<file path="src/rtl/dma_engine_pkg.sv">
// dma_engine_pkg: state encoding and default widths for the DMA engine
package pa_dma;
  localparam int ADDR_W_DEF = 22;
  localparam int LEN_W_DEF = 16;
  localparam int BURST_DEF = 16;
  typedef enum logic [2:0] {IDLE, REQ, RD, WR, GAP, FIN} e_dma_state;
endpackage

</file>
<file path="src/rtl/dma_engine.sv">
// dma_engine: bus-master DMA moving a programmed byte block in bounded bus tenures
module dma_engine
  import pa_dma::*;
#(
  parameter int ADDR_W = ADDR_W_DEF,
  parameter int LEN_W = LEN_W_DEF,
  parameter int BURST = BURST_DEF
) (
  input  logic              clk,
  input  logic              rst_n,
  input  logic              start,
  input  logic [ADDR_W-1:0] cfg_src,
  input  logic [ADDR_W-1:0] cfg_dst,
  input  logic [LEN_W-1:0]  cfg_len,
  input  logic              cfg_src_io,
  input  logic              cfg_dst_io,
  input  logic              cfg_src_inc,
  input  logic              cfg_dst_inc,
  output logic              dma_req,
  input  logic              dma_ack,
  input  logic              WAIT,
  input  logic [7:0]        data_in,
  output logic [ADDR_W-1:0] bus_addr,
  output logic [7:0]        bus_data_out,
  output logic              bus_rd,
  output logic              bus_wr,
  output logic              bus_mem_io,
  output logic              bus_oe,
  output logic              busy,
  output logic              done
);
  localparam int BW = $clog2(BURST + 1);
  e_dma_state state;
  logic [ADDR_W-1:0] src, dst;
  logic [LEN_W-1:0] len;
  logic [BW-1:0] burst;
  logic [7:0] data;
  logic src_io, dst_io, src_inc, dst_inc;
  always_ff @(posedge clk)
    if (!rst_n) state <= IDLE;
    else
      case (state)
        IDLE: if (start) begin
          src <= cfg_src;
          dst <= cfg_dst;
          len <= cfg_len;
          src_io <= cfg_src_io;
          dst_io <= cfg_dst_io;
          src_inc <= cfg_src_inc;
          dst_inc <= cfg_dst_inc;
          burst <= '0;
          state <= cfg_len == '0 ? FIN : REQ;
        end
        REQ: if (dma_ack) state <= RD;
        RD: if (!WAIT) begin
          data <= data_in;
          state <= WR;
        end
        WR: if (!WAIT) begin
          len <= len - LEN_W'(1);
          burst <= burst + BW'(1);
          src <= src + ADDR_W'(src_inc);
          dst <= dst + ADDR_W'(dst_inc);
          state <= len == LEN_W'(1) ? FIN : (!dma_ack || burst == BW'(BURST - 1)) ? GAP : RD;
        end
        GAP: begin
          burst <= '0;
          state <= REQ;
        end
        FIN: state <= IDLE;
        default: state <= IDLE;
      endcase
  assign dma_req = state inside {REQ, RD, WR};
  assign bus_oe = state inside {RD, WR};
  assign bus_rd = state == RD;
  assign bus_wr = state == WR;
  assign busy = state != IDLE;
  assign done = state == FIN;
  assign bus_addr = state == RD ? src : state == WR ? dst : '0;
  assign bus_data_out = state == WR ? data : '0;
  assign bus_mem_io = (state == RD && src_io) || (state == WR && dst_io);
endmodule

</file>
<file path="config.mk">
export PLATFORM = sky130hd
export DESIGN_NAME = dma_engine
export DESIGN_NICKNAME = d
export VERILOG_FILES = /design/src/rtl/dma_engine_pkg.sv /design/src/rtl/dma_engine.sv
export SDC_FILE = /design/constraint.sdc
export NUM_CORES = 1
export LEC_CHECK = 0
export CAP_MARGIN = 30
export CORE_ASPECT_RATIO = 1.5
export CORE_MARGIN = 3
export CORE_UTILIZATION = 42
export CTS_CLUSTER_SIZE = 16
export DETAILED_ROUTE_END_ITERATION = 6
export GPL_TIMING_DRIVEN = 1
export PLACE_DENSITY = 0.69
export SLEW_MARGIN = 20
export SYNTH_ARGS = -nofsm -noshare
export SYNTH_HDL_FRONTEND = slang
export SYNTH_SLANG_ARGS = --single-unit
</file>
<file path="constraint.sdc">
create_clock -name clk -period 5.3 [get_ports clk]
set_input_delay 0.53 -clock clk [delete_from_list [all_inputs] [get_ports clk]]
set_output_delay 0.53 -clock clk [all_outputs]
set_load 0.02 [all_outputs]
</file>
After elaboration in Yosys (flattened, before gate mapping). Index checks and enable logic that the tools add are counted.

Add/subtract/negate cells: 4. Eq/ne operators: 11. Mux-type cells: 23. Bitwise operators: 1. Reductions and logical operators: 17.

Operators by type and width (count): $mux W22 (6); $pmux W22 S2 (2); $add A22 B1 Y22 (2); $mux W16 (2); $pmux W16 S2 (1); $mux W3 (7); $eq A16 B1 Y1 const B (1); $logic_not A16 Y1 (1); $sub A16 B1 Y16 const B (1); $pmux W3 S5 (1); $pmux W5 S3 (1); $reduce_and A4 Y1 (3); $mux W5 (2); $reduce_bool A3 Y1 (3); $mux W8 (1); $ne A2 B2 Y1 const B (4); $eq A3 B2 Y1 const B (2); $eq A3 B3 Y1 const B (2); $reduce_and A3 Y1 (2); $add A5 B1 Y5 const B (1); $eq A5 B4 Y1 const B (1); $reduce_bool A2 Y1 (2); $eq A3 B1 Y1 const B (1); $logic_not A3 Y1 (1); 4 further kinds (6).

Flip-flop bits (word level): 80. Bits of input ports: 77. Word-level logic and storage cells: 66.

Longest topological paths before layout. Gate-level depths: netlist (run 1).

Depth after elaboration: 6. Gate-level depth with buffers: 7. Mapped depth without buffers: 6.

Least setup slack after synthesis (run 1). No wires, ideal clock.

Kind: register -> register. Start point: register state[0]. End point: register dst[0], enable pin. Arrival time: 3599 ps. Required time: 4822 ps. Slack: 1223 ps. Stages on the path, launching flop included: 7. Period minus slack after synthesis: 4077 ps. Cell sequence: dfxtp_1 buf_2 buf_1 nand2_1 nor2_1 a21oi_1 nor2_1.

Word-level cells in the longest chain between the ends: 3. Elaborated cells between the ends (all ways): 6. Those cells by class: 3 x eq/ne; 3 x reduce/logical.

Ends and longest elaborated chain: start: declaration (line dma_engine.sv:33) `e_dma_state state;`; start signal: assignment (line dma_engine.sv:52) `state <= cfg_len == '0 ? FIN : REQ;`; start signal: assignment (line dma_engine.sv:64) `state <= len == LEN_W'(1) ? FIN : (!dma_ack || burst == BW'(BURST - 1)) ? GAP : RD;`; $eq A3 B2 Y1 / $logic_not A3 Y1 (equally long branches) (line dma_engine.sv:42) `case (state)`; $ne A2 B2 Y1 (no line) / $reduce_bool A2 Y1 (equally long branches); $reduce_and A4 Y1 (no line) *; end signal: assignment (line dma_engine.sv:45) `dst <= cfg_dst;`; end signal: assignment (line dma_engine.sv:63) `dst <= dst + ADDR_W'(dst_inc);`; end: declaration (line dma_engine.sv:34) `logic [ADDR_W-1:0] src, dst;`.

Every way passes the cells marked *; elsewhere a longest branch is shown, timed or not. A chain may end at the register's enable or synchronous reset.

Worst setup path in the final report (run 1).
Start point: register state[0]. End point: output bus_data_out[0].

Word-level cells in the longest chain between the ends: 2.

Ends and longest elaborated chain: $eq A3 B2 Y1 (line dma_engine.sv:80) `assign bus_data_out = state == WR ? data : '0;`; $mux W8 (line dma_engine.sv:80); end: declaration (line dma_engine.sv:24) `output logic [7:0] bus_data_out,`.

No other way between the ends.

==> out/summary.txt, run 1 <==
Status - finished clean
Tot GR Track Use - 0.2009
Headroom to the max-slew limit - 0.3643
DRT iter0 DRCs - 205
Initial antenna violation count - 0
Most used routing layer - met2
Hold_buf cts - 0
Hold EP - burst[0]
Final nets - 702
Hold Path Class - flip-flop to flip-flop
GRT overflow - 0
First-pass GRT wire length - 21100 um
Vias in the first global route - 4295
Hold Fails Final Rpt - 0
CP delay by family, top - flip-flops
Power Density - 278.7 mW/mm2
GPL Wtd Cong - 0.8830
Initial Util - 0.4334
Synth Area in XOR/XNOR - 0.06800
Clk root buf - clkbuf_16
Detail Placement HPWL - 9365 um
Syn Area/Cell - 9.793 um2
Drt pass-1 iters - 4
Row count - 48
Mux cell area share after synthesis - 0.05579
R2r endpoint - len[7]
Synth Area in Compound Gates - 0.09340
Design Area, Final - 0.006630 mm2
Leading area contributor after synthesis - edfxtp_1
DR vias - 4262
Slowest CP cell - dfxtp_2
Later-pin clock latency in the skew report - 340 ps
Req. time, crit path - 4770 ps
Most frequent cells in the layout - 113 x clkdlybuf4s50_1, 77 x edfxtp_1, 74 x nand2_1
Antenna cell count - 0
Wire per inst - 16.64 um
Port Buf Inserts - 113
Synth cell types - 49
Warnings from Yosys - 0
Cell leakage power - 2.364 nW
WHS - 607.1 ps
CP cell instances - nand3b_1, inv_1, and2_1, clkdlybuf4s50_1
Final setup fails - 0
Setup slack after layout - 2292 ps
Met3 Use GR - 0.02687
Final min period - 3008 ps
Max Buffers Root-to-Sink - 2
Final period util - 0.5675
Dpl ws - 2376 ps
Routed Antenna Nets - 0
Cts bufs inserted - 9
RSZ-0062 raised after global routing - false
CTS tree - built
Reg2reg start - state[0]
Worst vdd ir - 0.1679 mV
Syn Inst Count - 513
Cell Area, Synth - 0.005024 mm2
Reg clk slew, reported paths - 60 ps
Die Span Y - 139.9 um
Slew @ Worst Pin - 953.5 ps
Area grow syn2layout - 31.98%
Synth top area cells - edfxtp_1 46%, mux2i_1 5.6%, nand2_1 5.5%
Main synth FF type - edfxtp_1
Post-synthesis simple-gate area fraction - 0.2598
Layout cells sized above 1 - 0.06431
Startpoint types - flip-flop
Hold Crit Start - burst[0]
CTS resizes - 0
# Post-CTS Setup Buffers - 0
Max Transition Viols Final - 0
Mapped Nets - 598
Met2 Track Usage GR - 0.3544
Core area - 0.01159 mm2
Post-route DRC - 0
Routed Wire Length - 12850 um
Worst path bufs/invs - 2
Largest net degree at the start of global routing - 99
Largest family of logic cells by synthesized area - simple AND/OR/NAND/NOR gates
Seq cells post-synth - 80
Die footprint - 0.01334 mm2
Number of synthesized flops with an enable pin - 77
Boundary Pins - 114
Max incr delay on CP - 940 ps
Htree depth - 3
R2r worst-path depth - 5
Placed cell areas - 0.006275 mm2
CP Capture Type - output port
Share of the synthesized area in the top cell type - 0.4603
Worst EP arrival - 2480 ps
GR Util met1 - 0.2390
Most common cell after layout, fill and taps aside - clkdlybuf4s50_1
Crit path kind - flip-flop to output port
Max-cap violation count - 0
Worst Path Max Fanout - 37
Die X-Extent - 95.30 um
Hold Crit Depth - 1
Clock Sinks - 80
Asr flop ratio synth - 0
Sequential share of the synthesized area - 0.4722
Clock Skews - 8.088 ps
Fin util - 0.5720
Adder-cell area share of the yosys netlist - 0.01993
TNS Setup - 0 ps
FMAX - 332.5 MHz
Post-DR vias/cell - 5.521
R2R Setup Slk - 2500 ps
-- layout make-up --
cell class / count / area (um2)
fillers: 995 / 4961
well taps: 150 / 187.7
clock buffers: 9 / 225.2
clock inverters: 7 / 127.6
flip-flops and latches: 80 / 2374
repair buffers: 117 / 1161
multi-input cells: 396 / 2506
inverters: 13 / 48.80
-- synth_stat cells (7+ instances only) --
cell,number
edfxtp_1,77
nand2_1,74
nor2_1,49
o21ai_0,47
mux2i_1,28
xnor2_1,25
nand3_1,22
nor4_1,17
and2_1,14
xor2_1,14
buf_2,13
inv_1,13
a31oi_1,11
nand4_1,11
clkbuf_1,9
nor3_1,9
ha_1,8
and3_1,7
-- report_power, final --
part	total [W]	internal [W]	switching, W
Clock	0.000724	0.000467	0.000258
Combinational	0.000308	0.000156	0.000152
Sequential	0.000816	0.000749	0.0000667
-- worst reg2reg max path: stages (launching register included) --
cell	delay, ps
dfxtp_2	940
nand2_1	110
nor2_1	120
a21oi_1	80
nor2_4	660
buf_4	520
-- logic make-up (layout without fill, tap and decap cells) --
| family | after synthesis | in the layout |
|---|---|---|
| adders and majority gates | 8 | 8 |
| buffers and inverters | 37 | 146 |
| xor gates and xnor gates | 39 | 39 |
| DFF | 80 | 80 |
| and+or+nand+nor | 241 | 241 |
| AOI/OAI and AO/OA | 80 | 80 |
| muxes | 28 | 28 |
-- per-layer routing --
| layer | wire [um] | vias to the layer above |
|---|---|---|
| met1 | 5103 | 2028 |
| li1 | - | 2089 |
| met5 | 0 | - |
| met4 | 312 | 0 |
| met2 | 6802 | 124 |
| met3 | 627 | 21 |
-- registers in the layout (all words and copies together), names as in the netlist --
signal / cells
burst: 5
data: 8
dst: 22
dst_inc: 1
dst_io: 1
len: 16
src: 22
src_inc: 1
src_io: 1
state: 3
-- worst max path at each step --
| stage | from | cells after the start | end |
|---|---|---|---|
| floorplan | state[0] | 6 | dst[0] |
| global placement | rst_n | 4 | len[6] |
| detailed placement | rst_n | 4 | len[6] |
| CTS | state[2] | 3 | bus_oe |
| global route | state[0] | 4 | bus_data_out[6] |
| finish | state[0] | 4 | bus_data_out[0] |
-- per-stage QoR --
step / std cells / total power (W)
5_1_grt: 772 / 0.001924
2_1_floorplan: 513 / 0.0009895
6_report: 772 / 0.001848
3_5_place_dp: 756 / 0.001137
4_1_cts: 772 / 0.001862
3_3_place_gp: 756 / 0.001130
No activity file was read; power rests on OpenSTA's default activity.
==> run 2, diff against run 1 <==
--- a/config.mk
+++ b/config.mk
@@ -12,7 +12,7 @@
 export CTS_CLUSTER_SIZE = 16
 export DETAILED_ROUTE_END_ITERATION = 6
 export GPL_TIMING_DRIVEN = 1
-export PLACE_DENSITY = 0.69
+export PLACE_DENSITY = 0.71
 export SLEW_MARGIN = 20
 export SYNTH_ARGS = -nofsm -noshare
 export SYNTH_HDL_FRONTEND = slang
==> constraint.sdc (replaced) <==
create_clock -name clk -period 2.6 [get_ports clk]
set_input_delay 0.26 -clock clk [delete_from_list [all_inputs] [get_ports clk]]
set_output_delay 0.26 -clock clk [all_outputs]
set_load 0.02 [all_outputs]
==> out/summary.txt, run 2 (synthesized netlist as in run 1, its figures left out) <==
Hold_buf cts - 0
WHS - 473.3 ps
Clock Skews - 9.457 ps
Req. time, crit path - 2340 ps
Status - finished clean
Die X-Extent - 95.30 um
Hold Path Class - primary input to flip-flop
DR vias - 4277
Clock Sinks - 80
Die footprint - 0.01334 mm2
CP cell instances - nand3b_1, inv_1, and2_1, clkdlybuf4s50_1
Max incr delay on CP - 620 ps
Reg2reg start - len[0]
Worst Path Max Fanout - 11
Most frequent cells in the layout - 113 x clkdlybuf4s50_1, 77 x edfxtp_1, 74 x nand2_1
GRT overflow - 0
Critical Path Stages - 4
DRT iter0 DRCs - 207
Hold EP - data[1]
Final nets - 707
CP Capture Type - output port
Power Density - 550.1 mW/mm2
Antenna cell count - 0
Port Buf Inserts - 113
Final period util - 0.9053
Area grow syn2layout - 32.28%
Reg clk slew, reported paths - 60 ps
FMAX - 424.9 MHz
Slew @ Worst Pin - 726.7 ps
Fillers - 1013
RSZ-0062 raised after global routing - false
Wire per inst - 17.12 um
Boundary Pins - 114
Non-filler cells, final - 777
Post-DR vias/cell - 5.505
Net switching power - 0.0009526 W
Max-cap violation count - 0
R2r worst-path depth - 6
Routed Wire Length - 13300 um
Placed cell count - 761
Logic pwr share - 0.188
Worst EP arrival - 2090 ps
Clk root buf - clkbuf_16
Routed wl met3 - 601 um
Crit path kind - flip-flop to output port
Row count - 48
Routed Antenna Nets - 0
Hold Crit Depth - 1
Htree depth - 3
GPL Wtd Cong - 0.8365
Fin util - 0.5733
Post-route DRC - 0
Clock power share - 0.367
Register share of total power - 0.445
R2R Setup Slk - 560 ps
CTS tree - built
Worst path bufs/invs - 2
Met2 Wirelength - 7014 um
Final min period - 2354 ps
# Post-CTS Setup Buffers - 0
Hold Fails Final Rpt - 0
Largest net degree at the start of global routing - 99
Final setup fails - 0
Worst vdd ir - 0.4008 mV
Hold Crit Start - data_in[1]
First-pass GRT wire length - 21270 um
Max Transition Viols Final - 0
Cell leakage power - 2.369 nW
Core area - 0.01159 mm2
R2r endpoint - len[8]
Slowest CP cell - clkdlybuf4s50_1
Met1 Routed Length - 5344 um
Tot GR Track Use - 0.2028
Max Buffers Root-to-Sink - 2
TNS Setup - 0 ps
Uppermost routed layer - met4
CTS resizes - 0
Cts bufs inserted - 9
Initial antenna violation count - 0
Layout cells sized above 1 - 0.06380
Later-pin clock latency in the skew report - 340 ps
Detail Placement HPWL - 9568 um
Die Span Y - 139.9 um
Headroom to the max-slew limit - 0.5112
Internal Pwr Total - 0.002703 W
Drt pass-1 iters - 4
Startpoint types - flip-flop
Sw Share - 0.2606
Initial Util - 0.4334
Vias in the first global route - 4338
CP delay by family, top - buffers and inverters
Largest regs - dst (22), src (22), len (16)
Most common cell after layout, fill and taps aside - clkdlybuf4s50_1
run 2: layout make-up:
cell class,count,area (um2),area share
multi-input combinational,396,2504,0.3768
sequential,80,2374,0.3572
timing repair buffer,122,1224,0.1841
clock buffer,13,240.2,0.03615
tap,150,187.7,0.02824
clock inverter,3,67.56,0.01017
inverter,13,48.80,0.007343
run 2: worst max path at each step:
stage	start	to	slack [ps]
2_1_floorplan	state[0]	dst[0]	200
3_3_place_gp	src_inc	src[18]	640
3_5_place_dp	src[0]	src[16]	570
4_1_cts	state[1]	bus_data_out[4]	240
5_1_grt	state[1]	bus_data_out[5]	120
6_report	state[1]	bus_data_out[4]	250
run 2: routing by layer:
metal | track usage | vias up
li1 | - | 2097
met1 | 0.2405 | 2021
met2 | 0.3599 | 139
met3 | 0.02311 | 20
met4 | 0.08973 | 0
met5 | 0 | -
run 2: metrics by stage:
step           power [W]  worst slack [ps]  area (um2)
2_1_floorplan   0.002015             195.5        5031
3_3_place_gp    0.002321             635.4        6337
3_5_place_dp    0.002337             565.6        6337
4_1_cts         0.003681             238.5        6645
5_1_grt         0.003797             115.9        6645
6_report        0.003655             246.3        6645
run 2: power groups by stage:
stage | logic (W) | registers (W) | clock network, W
after floorplan | 0.000399 | 0.00162 | 0
after global placement | 0.000675 | 0.00165 | 0
after detailed placement | 0.000685 | 0.00165 | 0
after CTS | 0.000691 | 0.00163 | 0.00137
after global routing | 0.000748 | 0.00164 | 0.00141
final | 0.000687 | 0.00163 | 0.00134
run 2: worst register-to-register path: stages, from the launching register on:
cell and delay (ps):
edfxtp_1 490, inv_1 120, ha_1 210, or3b_1 420
nor3_1 270, xnor2_1 160, o21ai_0 100
==> run 3, diff against run 2 <==
--- a/config.mk
+++ b/config.mk
@@ -11,7 +11,7 @@
 export CORE_UTILIZATION = 42
 export CTS_CLUSTER_SIZE = 16
 export DETAILED_ROUTE_END_ITERATION = 6
-export GPL_TIMING_DRIVEN = 1
+export GPL_TIMING_DRIVEN = 0
 export PLACE_DENSITY = 0.71
 export SLEW_MARGIN = 20
 export SYNTH_ARGS = -nofsm -noshare
==> out/summary.txt, run 3 (synthesized netlist as in run 1, its figures left out) <==
CP delay by family, top - buffers and inverters
Cell leakage power - 2.445 nW
Max incr delay on CP - 610 ps
Area grow syn2layout - 33.72%
R2R Setup Slk - 310 ps
Hold Path Class - primary input to flip-flop
Antenna cell count - 0
DR vias - 4453
Port Buf Inserts - 113
Placed cell areas - 0.006409 mm2
Register area - 0.002372 mm2
Max Buffers Root-to-Sink - 2
Multi-input gate area - 0.002510 mm2
Clock Skews - 5.462 ps
TNS Setup - 0 ps
CP cell instances - buf_2, nand3b_1, inv_1, clkbuf_4, and2_1, clkdlybuf4s50_1
Design Area, Final - 0.006718 mm2
DRT iter0 DRCs - 277
Reg clk slew, reported paths - 60 ps
Vias in the first global route - 4571
Drt pass-1 iters - 5
R2r endpoint - src[7]
Worst Path Max Fanout - 10
Power Density - 535.1 mW/mm2
Routed Antenna Nets - 0
Headroom to the max-slew limit - 0.5086
Slowest CP cell - clkdlybuf4s50_1
Max-cap violation count - 0
GRT overflow - 0
Initial antenna violation count - 0
Row count - 48
Critical path destination - bus_data_out[0]
Final min period - 2429 ps
Worst path bufs/invs - 4
First-pass GRT wire length - 23110 um
WHS - 470.5 ps
Boundary Pins - 114
Final period util - 0.9343
Worst EP arrival - 2170 ps
Crit path kind - flip-flop to output port
FMAX - 411.6 MHz
Most common cell after layout, fill and taps aside - clkdlybuf4s50_1
CTS tree - built
Worst vdd ir - 0.3281 mV
Die Span Y - 139.9 um
Htree depth - 3
Fillers - 1045
Req. time, crit path - 2340 ps
Critical Path Stages - 6
R2r worst-path depth - 8
Final nets - 726
Initial Util - 0.4334
Reg2reg start - state[0]
Clock Sinks - 80
Core area - 0.01159 mm2
Final setup fails - 0
Most frequent cells in the layout - 109 x clkdlybuf4s50_1, 77 x edfxtp_1, 74 x nand2_1
Max Transition Viols Final - 0
Routed Wire Length - 14420 um
Fin util - 0.5796
Hold_buf cts - 0
Cts bufs inserted - 9
Tot GR Track Use - 0.2237
Largest net degree at the start of global routing - 25
Die footprint - 0.01334 mm2
Clk root buf - clkbuf_16
Wire per inst - 18.12 um
Detail Placement HPWL - 10960 um
Hold Fails Final Rpt - 0
Later-pin clock latency in the skew report - 340 ps
Startpoint types - flip-flop
RSZ-0062 raised after global routing - false
Worst Setup SP - state[1]
Slew @ Worst Pin - 730.5 ps
Largest regs - dst (22), src (22), len (16)
GPL Wtd Cong - 0.8636
Status - finished clean
Post-route DRC - 0
Die X-Extent - 95.30 um
Layout cells sized above 1 - 0.08359
Post-DR vias/cell - 5.594
CP Capture Type - output port
run 3: cell type report:
type / count / share of cell area
repair buffers: 117 / 0.1771
clock inverters: 6 / 0.008940
inverters: 13 / 0.007264
multi-input cells: 396 / 0.3736
clock buffers: 10 / 0.03408
flip-flops and latches: 80 / 0.3531
well taps: 150 / 0.02794
plain buffers: 24 / 0.01788
run 3: report_power, final:
part           internal, W  switching, W
combinational     0.000345      0.000379
sequential         0.00153     0.0000942
clock             0.000737      0.000514
run 3: repair_timing:
action / 4_1_cts / 5_1_grt
buffers inserted: 1 / 0
setup endpoints to repair: 12 / 16
gates resized for setup: 7 / 8
hold endpoints to repair: 0 / 0
cloned: 0 / 0
run 3: worst min path at each step:
| stage | startpoint | endpoint | slack (ps) | cells past startpoint |
|---|---|---|---|---|
| after detailed placement | burst[0] | burst[0] | 610 | 1 |
| after global routing | data_in[2] | data[2] | 460 | 1 |
| after global placement | burst[0] | burst[0] | 580 | 1 |
| final | data_in[6] | data[6] | 470 | 1 |
| after CTS | data_in[2] | data[2] | 460 | 1 |
| after floorplan | data_in[0] | data[0] | 360 | 0 |
run 3: through the flow:
step                std cells  power (W)  setup WS, ps
detailed placement        779   0.002359        -38.65
floorplan                 513   0.002015         195.5
finish                    796   0.003595         170.7
global placement          776   0.002323        -416.1
CTS                       796   0.003602         36.62
global route              796   0.003736         12.30
run 3: layer usage:
layer	part of all wire	global-route usage	vias to the layer above
met2	0.55	0.4075	167
met3	0.054	0.04084	23
met5	0	0	-
met1	0.38	0.2557	2128
met4	0.022	0.07681	0
li1	-	-	2135
